[src/rtl/tlb_pkg.sv]
// Shared TLB definitions: walk-controller states and index-width helper.
package tlb_pkg;

   typedef enum logic [1:0] {
      S_IDLE,
      S_PTW_REQ,
      S_PTW_WAIT
   } state_e;

   function automatic int idx_w(input int n);
      return (n > 1) ? $clog2(n) : 1;
   endfunction

endpackage

[src/rtl/tlb_onehot_mux.sv]
// AND-OR selector over a hit vector with multiple-hit detection.
module tlb_onehot_mux #(
   parameter int N = 8,
   parameter int W = 20
) (
   input  logic [N-1:0]        sel_i,
   input  logic [N-1:0][W-1:0] data_i,
   output logic [W-1:0]        data_o,
   output logic                multihit_o
);

   always_comb begin
      data_o = '0;
      for (int i = 0; i < N; i++) begin
         data_o = data_o | (data_i[i] & {W{sel_i[i]}});
      end
   end

   // Clearing the lowest set bit leaves something only if two or more were set.
   assign multihit_o = |(sel_i & (sel_i - N'(1)));

endmodule

[src/rtl/tlb_ppn_array.sv]
// L1 TLB PPN store: qualifies CAM hits, selects the PPN, and owns
// the page-table-walk miss path with round-robin refill.
module tlb_ppn_array
   import tlb_pkg::*;
#(
   parameter  int ENTRIES = 8,
   parameter  int PPN_W   = 20,
   localparam int IDX_W   = idx_w(ENTRIES)
) (
   input  logic               clk,
   input  logic               reset_n,
   input  logic               flush,
   input  logic               req_valid,
   output logic               req_ready,
   input  logic [ENTRIES-1:0] req_hits,
   input  logic               req_passthrough,
   input  logic [PPN_W-1:0]   req_passthrough_ppn,
   output logic               resp_valid,
   output logic [PPN_W-1:0]   resp_ppn,
   output logic               resp_multihit,
   output logic               resp_fault,
   output logic               ptw_req_valid,
   input  logic               ptw_req_ready,
   input  logic               ptw_resp_valid,
   input  logic [PPN_W-1:0]   ptw_resp_ppn,
   input  logic               ptw_resp_error,
   output logic               refill_we,
   output logic [IDX_W-1:0]   refill_idx
);

   localparam logic [IDX_W-1:0] LAST = IDX_W'(ENTRIES - 1);

   state_e                    state_q, state_d;
   logic [ENTRIES-1:0]        valid_q, valid_d;
   logic [IDX_W-1:0]          victim_q, victim_d;
   logic                      flushed_q, flushed_d;
   logic [ENTRIES-1:0][PPN_W-1:0] ppn_q;

   logic                      rvalid_q, rvalid_d;
   logic [PPN_W-1:0]          rppn_q, rppn_d;
   logic                      rmulti_q, rmulti_d;
   logic                      rfault_q, rfault_d;
   logic                      rwe_q, rwe_d;
   logic [IDX_W-1:0]          ridx_q, ridx_d;

   logic [ENTRIES-1:0]        q;
   logic [PPN_W-1:0]          sel_ppn;
   logic                      sel_multi;
   logic                      wr_en;

   assign q = req_hits & valid_q & {ENTRIES{~flush}};

   tlb_onehot_mux #(
      .N (ENTRIES),
      .W (PPN_W)
   ) u_mux (
      .sel_i      (q),
      .data_i     (ppn_q),
      .data_o     (sel_ppn),
      .multihit_o (sel_multi)
   );

   // A flush seen at any point of the walk suppresses its refill.
   assign wr_en = (state_q == S_PTW_WAIT) && ptw_resp_valid &&
                  !ptw_resp_error && !flush && !flushed_q;

   always_comb begin
      state_d  = state_q;
      rvalid_d = 1'b0;
      rppn_d   = '0;
      rmulti_d = 1'b0;
      rfault_d = 1'b0;
      rwe_d    = 1'b0;
      ridx_d   = '0;
      unique case (state_q)
         S_IDLE: begin
            if (req_valid) begin
               if (req_passthrough || (|q)) begin
                  rvalid_d = 1'b1;
                  rppn_d   = req_passthrough ? req_passthrough_ppn : sel_ppn;
                  rmulti_d = !req_passthrough && sel_multi;
               end else begin
                  state_d = S_PTW_REQ;
               end
            end
         end
         S_PTW_REQ: begin
            if (ptw_req_ready) state_d = S_PTW_WAIT;
         end
         S_PTW_WAIT: begin
            if (ptw_resp_valid) begin
               state_d  = S_IDLE;
               rvalid_d = 1'b1;
               rfault_d = ptw_resp_error;
               rppn_d   = ptw_resp_error ? '0 : ptw_resp_ppn;
               rwe_d    = wr_en;
               ridx_d   = wr_en ? victim_q : '0;
            end
         end
         default: state_d = S_IDLE;
      endcase
   end

   always_comb begin
      flushed_d = flushed_q;
      if (state_q != S_IDLE && flush) flushed_d = 1'b1;
      if (state_d == S_IDLE) flushed_d = 1'b0;

      valid_d = valid_q;
      if (wr_en) valid_d[victim_q] = 1'b1;
      if (flush) valid_d = '0;

      victim_d = victim_q;
      if (wr_en) victim_d = (victim_q == LAST) ? '0 : victim_q + IDX_W'(1);
   end

   always_ff @(posedge clk or negedge reset_n) begin
      if (!reset_n) begin
         state_q   <= S_IDLE;
         valid_q   <= '0;
         victim_q  <= '0;
         flushed_q <= 1'b0;
         rvalid_q  <= 1'b0;
         rppn_q    <= '0;
         rmulti_q  <= 1'b0;
         rfault_q  <= 1'b0;
         rwe_q     <= 1'b0;
         ridx_q    <= '0;
      end else begin
         state_q   <= state_d;
         valid_q   <= valid_d;
         victim_q  <= victim_d;
         flushed_q <= flushed_d;
         rvalid_q  <= rvalid_d;
         rppn_q    <= rppn_d;
         rmulti_q  <= rmulti_d;
         rfault_q  <= rfault_d;
         rwe_q     <= rwe_d;
         ridx_q    <= ridx_d;
      end
   end

   // PPN storage carries no reset; valid bits gate its use.
   always_ff @(posedge clk) begin
      if (wr_en) ppn_q[victim_q] <= ptw_resp_ppn;
   end

   assign req_ready     = (state_q == S_IDLE);
   assign ptw_req_valid = (state_q == S_PTW_REQ);
   assign resp_valid    = rvalid_q;
   assign resp_ppn      = rppn_q;
   assign resp_multihit = rmulti_q;
   assign resp_fault    = rfault_q;
   assign refill_we     = rwe_q;
   assign refill_idx    = ridx_q;

endmodule

[config.mk]
export PLATFORM = sky130hd
export DESIGN_NAME = tlb_ppn_array
export DESIGN_NICKNAME = d
export VERILOG_FILES = /design/src/rtl/tlb_pkg.sv /design/src/rtl/tlb_onehot_mux.sv /design/src/rtl/tlb_ppn_array.sv
export SDC_FILE = /design/constraint.sdc
export NUM_CORES = 1
export LEC_CHECK = 0
export ABC_AREA = 1
export CAP_MARGIN = 20
export CELL_PAD_IN_SITES_DETAIL_PLACEMENT = 1
export CELL_PAD_IN_SITES_GLOBAL_PLACEMENT = 1
export CORE_UTILIZATION = 48
export DETAILED_ROUTE_END_ITERATION = 6
export HOLD_SLACK_MARGIN = 0.1
export PLACE_DENSITY = 0.81
export SLEW_MARGIN = 20
export SYNTH_ARGS = -nofsm -noshare
export SYNTH_HDL_FRONTEND = slang
export SYNTH_SLANG_ARGS = --single-unit
[constraint.sdc]
create_clock -name clk -period 3.6 [get_ports clk]
set_clock_uncertainty 0.05 [all_clocks]
set_input_delay 0.36 -clock clk [delete_from_list [all_inputs] [get_ports clk]]
set_output_delay 0.36 -clock clk [all_outputs]
set_load 0.02 [all_outputs]
==> results of run 1 <==
[worst max-delay path by stage]
stage	endpoint	slack (ns)	from
floorplan	ppn_q[0]	1.66	state_q[0]
global placement	resp_ppn[10]	1.10	flush
detailed placement	resp_ppn[10]	0.90	flush
CTS	resp_ppn[4]	1.22	valid_q[4]
global route	resp_ppn[4]	1.10	valid_q[4]
finish	resp_ppn[4]	1.16	valid_q[4]
[synth_stat cells, types with 7 or more instances]
library cell,number
or2_2,20
inv_1,57
buf_2,15
dfrtp_1,41
nand4_1,44
edfxtp_1,160
a21oi_1,9
clkbuf_1,7
nand2_1,252
o21ai_0,7
nand3_1,51
o21ai_1,18
nor2_1,58
[cells by family (layout without fill, tap and decap cells)]
| logic type | Yosys count | in the layout | synth area share |
|---|---|---|---|
| flops | 201 | 201 | 0.702 |
| buf+inv | 92 | 205 | 0.0471 |
| compound gates | 37 | 37 | 0.0230 |
| simple gates | 431 | 431 | 0.225 |
| fa+ha+maj | 2 | 2 | 0.00301 |
[flip-flops by register name (all words and copies together) (netlist names)]
| register | cells |
|---|---|
| resp_ppn | 20 |
| resp_multihit | 1 |
| resp_valid | 1 |
| refill_we | 1 |
| state_q | 2 |
| refill_idx | 3 |
| flushed_q | 1 |
| resp_fault | 1 |
| valid_q | 8 |
| victim_q | 3 |
| ppn_q | 160 |
[final cells by class]
| class | instances | area (µm²) | share of cell area |
|---|---|---|---|
| timing repair buffer | 105 | 998 | 0.0991 |
| inverter | 59 | 221 | 0.0220 |
| multi-input combinational | 470 | 2090 | 0.207 |
| tap | 220 | 275 | 0.0273 |
| clock inverter | 7 | 33.8 | 0.00335 |
| sequential | 201 | 5830 | 0.579 |
| clock buffer | 34 | 627 | 0.0622 |
[power groups by stage]
stage	registers (mW)	clock network [mW]	logic (mW)
final	2.60	2.09	0.461
after global routing	2.61	2.20	0.497
after CTS	2.60	2.12	0.463
after detailed placement	2.65	0	0.458
after global placement	2.65	0	0.425
after floorplan	2.67	0	0.189
[worst max-delay path: stages, from the launching register on]
cell and delay, ns:
dfrtp_1 0.72, nand3_1 0.31, nand2_1 0.08, nor2_1 0.25
nand3_2 0.37, buf_4 0.34, nand3_1 0.10, o21ai_1 0.08
[per-stage QoR]
stage	worst slack [ns]	total power [mW]	instance area, µm²	utilization	hold slack, ns
floorplan	1.66	2.86	8310	-	0.0144
global placement	1.10	3.07	9400	0.561	0.492
detailed placement	0.901	3.11	9400	0.561	0.493
CTS	1.22	5.19	10100	0.601	0.447
global route	1.10	5.31	10100	0.601	0.424
finish	1.16	5.16	10100	0.601	0.373
[per-layer routing]
layer,track usage,part of all wire,vias up,routed length (µm)
met5,0,0,-,0
met1,0.356,0.41,3166,9960
met3,0.0377,0.048,52,1180
met2,0.498,0.52,206,12600
met4,0.110,0.027,0,661
li1,-,-,2759,-
==> results.cfg, run 1 <==
[setup_path]
critical_path.endpoint_type = flop
cp-start-kind = flop
rr_worst_depth = 7
critical_path_arrival_ns = 2.77
critical_path_class = flop to flop
timing.reg2reg.setup_slack_ns = 1.16
critical_path.reg2reg.endpoint = resp_ppn[4]
cp.required_ns = 3.93
timing.critical_path.fanout_max = 22
crit-reg2reg-launch = valid_q[4]

[timing]
grt_setup_unrepaired = false
measured_slew_at_the_worst_slew_check_pin_ns = 0.927
final_hold_vio_count = 0
fmaxAchievable_mhz = 409
drv_slew = 0
max_slew_margin = 0.382
final_period_minus_worst_setup_slack_ns = 2.44
post-route-period-util = 0.679
finalSetupViolations = 0
totalNegativeSetupSlack_ns = 0

[grt]
grt_max_degree = 42
first_global_vias = 6757
grt-ovfl-total = 0
global_route_wire_length_before_repair_um = 37700
track_usage = 0.284
antenna_found_initial = 0

[layout]
syn_to_final_growth_pct = 21.3
num-nets-final = 918
final_non_filler_cells = 1096
most-common-layout-cells = 252 x nand2_1, 160 x edfxtp_1, 83 x clkdlybuf4s50_1, 57 x inv_1, 57 x nor2_1
antennaDiodeCount = 0
fillers = 1788
final_layout_size_suffix_gt1_frac = 0.0879
layout.cells.most_common = nand2_1

[floorplanning]
core-area_mm2 = 0.0168
io_pins = 85
dieArea_mm2 = 0.0178
fp.dieH_um = 134
floorplan.die.width_um = 134
floorplan.initialDensity = 0.496
core.rowCount = 47

[detailed_routing]
drt_first_iter_violations = 454
vias_per_cell = 5.64
final_antenna_net_count = 0
drt-total-wl_um = 24400
remaining_drc_errors = 0
firstDrtPassIters = 4
vias = 6183
route.detailed.wl_per_inst_um = 22.3

[placed_design]
io_buffers = 84
place_congestion = 0.830
cell_count_post_placement = 1054
post-dp-hpwl_um = 14800

[yosys]
syn_area_mm2 = 0.00831
yosysTopAreaCell = edfxtp_1
ys_ff_latch = 201
synthesis_warnings = 0
synth.avg_cell_area_um2 = 10.9
synth_area_leaders = edfxtp_1 58%, dfrtp_1 12%, nand2_1 11%, nand4_1 3.3%, nand3_1 3.1%
synthDistinctLibCells = 26
synthDominantCellAreaShare = 0.578
synthesis.instances = 763
post_synth_edffs = 160
synth-seq-area-share = 0.702
post_synth_net_total = 821
ffs_w_async_s_r_synth = 0.204
synthFlopType = edfxtp_1

[clocking]
worst_setup_hold_path_clk_slew_ns = 0.06
cts-buffers-inserted = 23
postCtsSetupRepairBufs = 0
clock_tree_root_driver_cell = clkbuf_16
h-tree-depth = 1
max-clock-path-buffers = 3
numClockSinks = 201
cts_hold_buffers = 1
post_cts_resized = 0
worst_skew_pair.late_latency_ns = 0.50
tritoncts_clock_tree = yes

[pwr]
net-switching-power_mw = 1.22
fraction_of_power_consumed_by_combinational_cells = 0.089
power-per-cell-area_mw_per_mm2 = 512
share_clk_of_total_power = 0.406
ir_worst_vdd_v = 0.000279
seq_power_share = 0.505
cell_internal_pwr_mw = 3.94
power_leakage_nw = 4.08
power.switching_fraction = 0.236

[flow_run]
cap_viol_max_count = 0

[worst_hold_path]
hold_path_class = primary input to async pin

[status]
status = completed
No activity file was read; power rests on OpenSTA's default activity.
==> inputs of run 2 (changes only) <==
CORE_UTILIZATION = 41   (was 48)
PLACE_DENSITY = 0.73   (was 0.81)
clock period = 2.15 ns   (was 3.6 ns; I/O delays follow)
==> run 2 against run 1 <==
Sequential power rose by 68%. Worst hold slack lost 0.12 ns. Register-to-register slack worse by 1.0 ns. First-iteration DRC count decreased by 15%. Clock-buffer cell count fell by 8. Die area rose by 17%. Clock power rose by 79%. Critical endpoint is now req_ready. Highest routed layer unchanged.
==> results.cfg, run 2 (synthesized netlist as in run 1, its figures left out) <==
[status]
status = completed

[timing]
post-route-period-util = 0.943
max_slew_margin = 0.468
final_period_minus_worst_setup_slack_ns = 2.03
final_hold_vio_count = 0
drv_slew = 0
finalSetupViolations = 0
fmaxAchievable_mhz = 493
grt_setup_unrepaired = false
measured_slew_at_the_worst_slew_check_pin_ns = 0.799

[flow_run]
cap_viol_max_count = 0

[grt]
track_usage = 0.255
grt_max_degree = 27
antenna_found_initial = 0
global_route_wire_length_before_repair_um = 38800
grt-ovfl-total = 0
first_global_vias = 6663

[clocking]
clock_tree_root_driver_cell = clkbuf_16
worst_setup_hold_path_clk_slew_ns = 0.07
max-clock-path-buffers = 3
postCtsSetupRepairBufs = 0
cts-buffers-inserted = 23
tritoncts_clock_tree = yes
worst_skew_pair.late_latency_ns = 0.53
h-tree-depth = 1
numClockSinks = 201

[floorplanning]
io_pins = 85
fp.dieH_um = 144
floorplan.die.width_um = 144
dieArea_mm2 = 0.0208
core-area_mm2 = 0.0197
core.rowCount = 51
floorplan.initialDensity = 0.423

[detailed_routing]
vias = 6219
drt_first_iter_violations = 385
firstDrtPassIters = 5
drt-total-wl_um = 25400
route.detailed.wl_per_inst_um = 21.7
remaining_drc_errors = 0
final_antenna_net_count = 0
vias_per_cell = 5.31

[layout]
layout.cells.most_common = nand2_1
num-nets-final = 947
layout.cell_area.non_filler_mm2 = 0.0106
final_layout_size_suffix_gt1_frac = 0.128
most-common-layout-cells = 252 x nand2_1, 160 x edfxtp_1, 83 x clkdlybuf4s50_1, 56 x inv_1, 56 x nor2_1
register_bank_with_the_most_flops = ppn_q
antennaDiodeCount = 0
fillers = 2130
largest_register_ffs = 160
multiInputGateArea_mm2 = 0.00209
syn_to_final_growth_pct = 27.1
final_non_filler_cells = 1171
area.sequential_mm2 = 0.00583

[placed_design]
io_buffers = 84
cell_count_post_placement = 1128
detailed_place.area_mm2 = 0.00983
post-dp-hpwl_um = 16600
place_congestion = 0.826

[setup_path]
cp-start-kind = flop
critical_path_arrival_ns = 1.76
critical_path_class = flop to primary output
cp.required_ns = 1.88
timing.critical_path.fanout_max = 4
critical_path.endpoint_type = primary output

[pwr]
net-switching-power_mw = 2.21
power_leakage_nw = 4.30
power-per-cell-area_mw_per_mm2 = 847
ir_worst_vdd_v = 0.000516
power.switching_fraction = 0.247
fraction_of_power_consumed_by_combinational_cells = 0.092
cell_internal_pwr_mw = 6.74
share_clk_of_total_power = 0.420
seq_power_share = 0.488

[worst_hold_path]
hold_path_class = primary input to async pin
## run 2: what timing repair did
action | 4_1_cts | 5_1_grt
setup endpoints to repair | 0 | 39
hold buffers | 1 | 0
hold endpoints to repair | 25 | 0
gates resized for setup | 0 | 3
## run 2: worst max-delay path, stage by stage, from the launching register on
cell and delay, ns:
dfrtp_1 0.35, inv_1 0.11, nand2_1 0.10, inv_1 0.09
clkdlybuf4s50_1 0.60
## run 2: metrics by stage
| stage | total power [mW] | hold slack (ns) | utilization | TNS (ns) | setup WS [ns] |
|---|---|---|---|---|---|
| 6_report | 8.94 | 0.257 | 0.537 | 0 | 0.122 |
| 4_1_cts | 9.00 | 0.270 | 0.537 | 0 | 0.0737 |
| 3_3_place_gp | 5.22 | 0.253 | 0.500 | 0 | 0.0392 |
| 3_5_place_dp | 5.26 | 0.268 | 0.500 | -1.10 | -0.0284 |
| 5_1_grt | 9.22 | 0.291 | 0.537 | 0 | 0.0105 |
| 2_1_floorplan | 4.78 | -0.131 | - | 0 | 0.212 |
## run 2: area by class of cell
| cell class | instances | share of cell area |
|---|---|---|
| Sequential cell | 201 | 0.552 |
| Clock inverter | 16 | 0.0115 |
| Inverter | 59 | 0.0210 |
| Timing Repair Buffer | 134 | 0.129 |
| Clock buffer | 26 | 0.0565 |
| Multi-Input combinational cell | 470 | 0.198 |
| Tap cell | 265 | 0.0314 |
## run 2: routing by layer
| layer | track usage | part of all wire | up-vias | routed length (µm) |
|---|---|---|---|---|
| li1 | - | - | 2826 | - |
| met1 | 0.332 | 0.42 | 3125 | 10700 |
| met2 | 0.439 | 0.49 | 217 | 12500 |
| met3 | 0.0354 | 0.054 | 51 | 1370 |
| met4 | 0.0831 | 0.030 | 0 | 754 |
| met5 | 0 | 0 | - | 0 |
## run 2: power groups by stage
stage / registers [mW] / clock network [mW] / logic (mW)
2_1_floorplan: 4.47 / 0 / 0.316
5_1_grt: 4.37 / 3.95 / 0.900
3_5_place_dp: 4.44 / 0 / 0.819
6_report: 4.36 / 3.75 / 0.827
3_3_place_gp: 4.43 / 0 / 0.785
4_1_cts: 4.36 / 3.80 / 0.834
## run 2: worst paths after layout
path	start	cells past startpoint	to	slack, ns
max reg2reg	state_q[0]	8	ppn_q[78]	0.14
min in group clk	ptw_resp_valid	3	resp_fault	0.28
max	state_q[1]	4	req_ready	0.12
min	reset_n	2	refill_idx[0]	0.26
min reg2reg	valid_q[2]	2	valid_q[2]	0.52
max in group asynchronous	reset_n	3	resp_ppn[1]	1.00
==> inputs of run 3 (changes only) <==
ABC_CLOCK_PERIOD_IN_PS = 2150   (was not set)
CTS_BUF_LIST = sky130_fd_sc_hd__clkbuf_4 sky130_fd_sc_hd__clkbuf_8 sky130_fd_sc_hd__clkbuf_16   (was not set)
SLEW_MARGIN = not set   (was 20)
==> run 3 against run 2 <==
Sequential share of layout area about the same. Maximum frequency down 0.11%. Final area about the same. Highest routed layer unchanged.
==> results.cfg, run 3 (synthesized netlist as in run 1, its figures left out) <==
[timing]
max_slew_margin = 0.483
timing.final.ws_setup_ns = 0.120
hold-worst-slack_ns = 0.259
finalSetupViolations = 0
measured_slew_at_the_worst_slew_check_pin_ns = 0.775
fmaxAchievable_mhz = 493
final_period_minus_worst_setup_slack_ns = 2.03
post-route-period-util = 0.944
final_hold_vio_count = 0
grt_setup_unrepaired = false
drv_slew = 0

[pwr]
design_power_total_mw = 8.95
power-per-cell-area_mw_per_mm2 = 847
power_leakage_nw = 4.30
ir_worst_vdd_v = 0.000494

[layout]
final_layout_size_suffix_gt1_frac = 0.130
syn_to_final_growth_pct = 27.2
register_bank_with_the_most_flops = ppn_q
largest_register_ffs = 160
antennaDiodeCount = 0
num-nets-final = 947
most-common-layout-cells = 252 x nand2_1, 160 x edfxtp_1, 83 x clkdlybuf4s50_1, 56 x inv_1, 56 x nor2_1
layout.cells.most_common = nand2_1
core_util_final = 0.538

[status]
status = completed

[detailed_routing]
firstDrtPassIters = 5
drt_first_iter_violations = 324
final_antenna_net_count = 0
vias_per_cell = 5.29
route.detailed.wl_per_inst_um = 21.6
drt-total-wl_um = 25300
remaining_drc_errors = 0
vias = 6189

[setup_path]
crit-reg2reg-launch = state_q[0]
critical_path_arrival_ns = 1.77
cp.required_ns = 1.88
rr_worst_depth = 8
timing.reg2reg.setup_slack_ns = 0.13
crit_start = state_q[1]
critical_path.reg2reg.endpoint = ppn_q[78]
critical_path_class = flop to primary output
timing.critical_path.fanout_max = 4
cp-start-kind = flop
critical_path.endpoint_type = primary output

[grt]
track_usage = 0.255
global_route_wire_length_before_repair_um = 38800
antenna_found_initial = 0
grt-ovfl-total = 0
grt_max_degree = 27
first_global_vias = 6654

[clocking]
worst_setup_hold_path_clk_slew_ns = 0.07
numClockSinks = 201
clock_tree_root_driver_cell = clkbuf_16
h-tree-depth = 1
max-clock-path-buffers = 3
cts-buffers-inserted = 23
worst_skew_pair.late_latency_ns = 0.52
tritoncts_clock_tree = yes
postCtsSetupRepairBufs = 0

[floorplanning]
core-area_mm2 = 0.0197
floorplan.initialDensity = 0.423
io_pins = 85
core.rowCount = 51
dieArea_mm2 = 0.0208
floorplan.die.width_um = 144
fp.dieH_um = 144

[placed_design]
post-dp-hpwl_um = 16600
detailedPlace.worstSlack_ns = -0.0284
place_congestion = 0.826
io_buffers = 84

[worst_hold_path]
hold_path_class = primary input to async pin

[flow_run]
cap_viol_max_count = 0
==> run 3: cell counts in the layout (fill, tap and decap cells not counted) <==
No cell type changed its count.
==> run 3: per-stage QoR <==
step	instance area, µm²	setup TNS, ns	instances
final	10600	0	1171
after global routing	10600	0	1171
after CTS	10600	0	1171
after detailed placement	9830	-1.10	1128
after global placement	9830	0	1128
after floorplan	8310	0	763
==> run 3: critical path, cell delays in order, from the launching register on <==
cell and delay (ns):
dfrtp_1 0.35, inv_1 0.11, nand2_1 0.10, inv_1 0.09
clkdlybuf4s50_1 0.60
==> run 3: per-layer routing <==
layer | share of wire | track usage | vias to the layer above
li1 | - | - | 2823
met1 | 0.42 | 0.332 | 3097
met2 | 0.49 | 0.439 | 219
met3 | 0.055 | 0.0354 | 50
met4 | 0.029 | 0.0803 | 0
met5 | 0 | 0 | -
==> run 3: how the worst max path moves through the flow <==
stage / end / slack, ns / cells past startpoint
after floorplan: ppn_q[0] / 0.21 / 7
after global placement: ppn_q[53] / 0.04 / 8
after detailed placement: ppn_q[124] / -0.03 / 8
after CTS: ppn_q[65] / 0.07 / 8
after global routing: req_ready / 0.01 / 4
final: req_ready / 0.12 / 4
==> run 3: repair_timing <==
item / 4_1_cts / 5_1_grt
hold endpoints to repair: 25 / 0
setup endpoints to repair: 0 / 42
gates resized for setup: 0 / 3
hold buffers: 1 / 0
==> run 3: layout make-up <==
class                      count  area [µm²]
fill                        2129        9080
inverter                      59         221
clock inverter                16         121
timing repair buffer         134        1370
clock buffer                  26         604
sequential                   201        5830
multi-input combinational    470        2090
tap                          265         332
==> run 3: where the power goes <==
part | leakage [nW] | total [mW] | switching, mW | internal, mW
clock | 0.363 | 3.76 | 1.61 | 2.15
combinational | 1.95 | 0.825 | 0.513 | 0.312
sequential | 1.99 | 4.36 | 0.0663 | 4.30
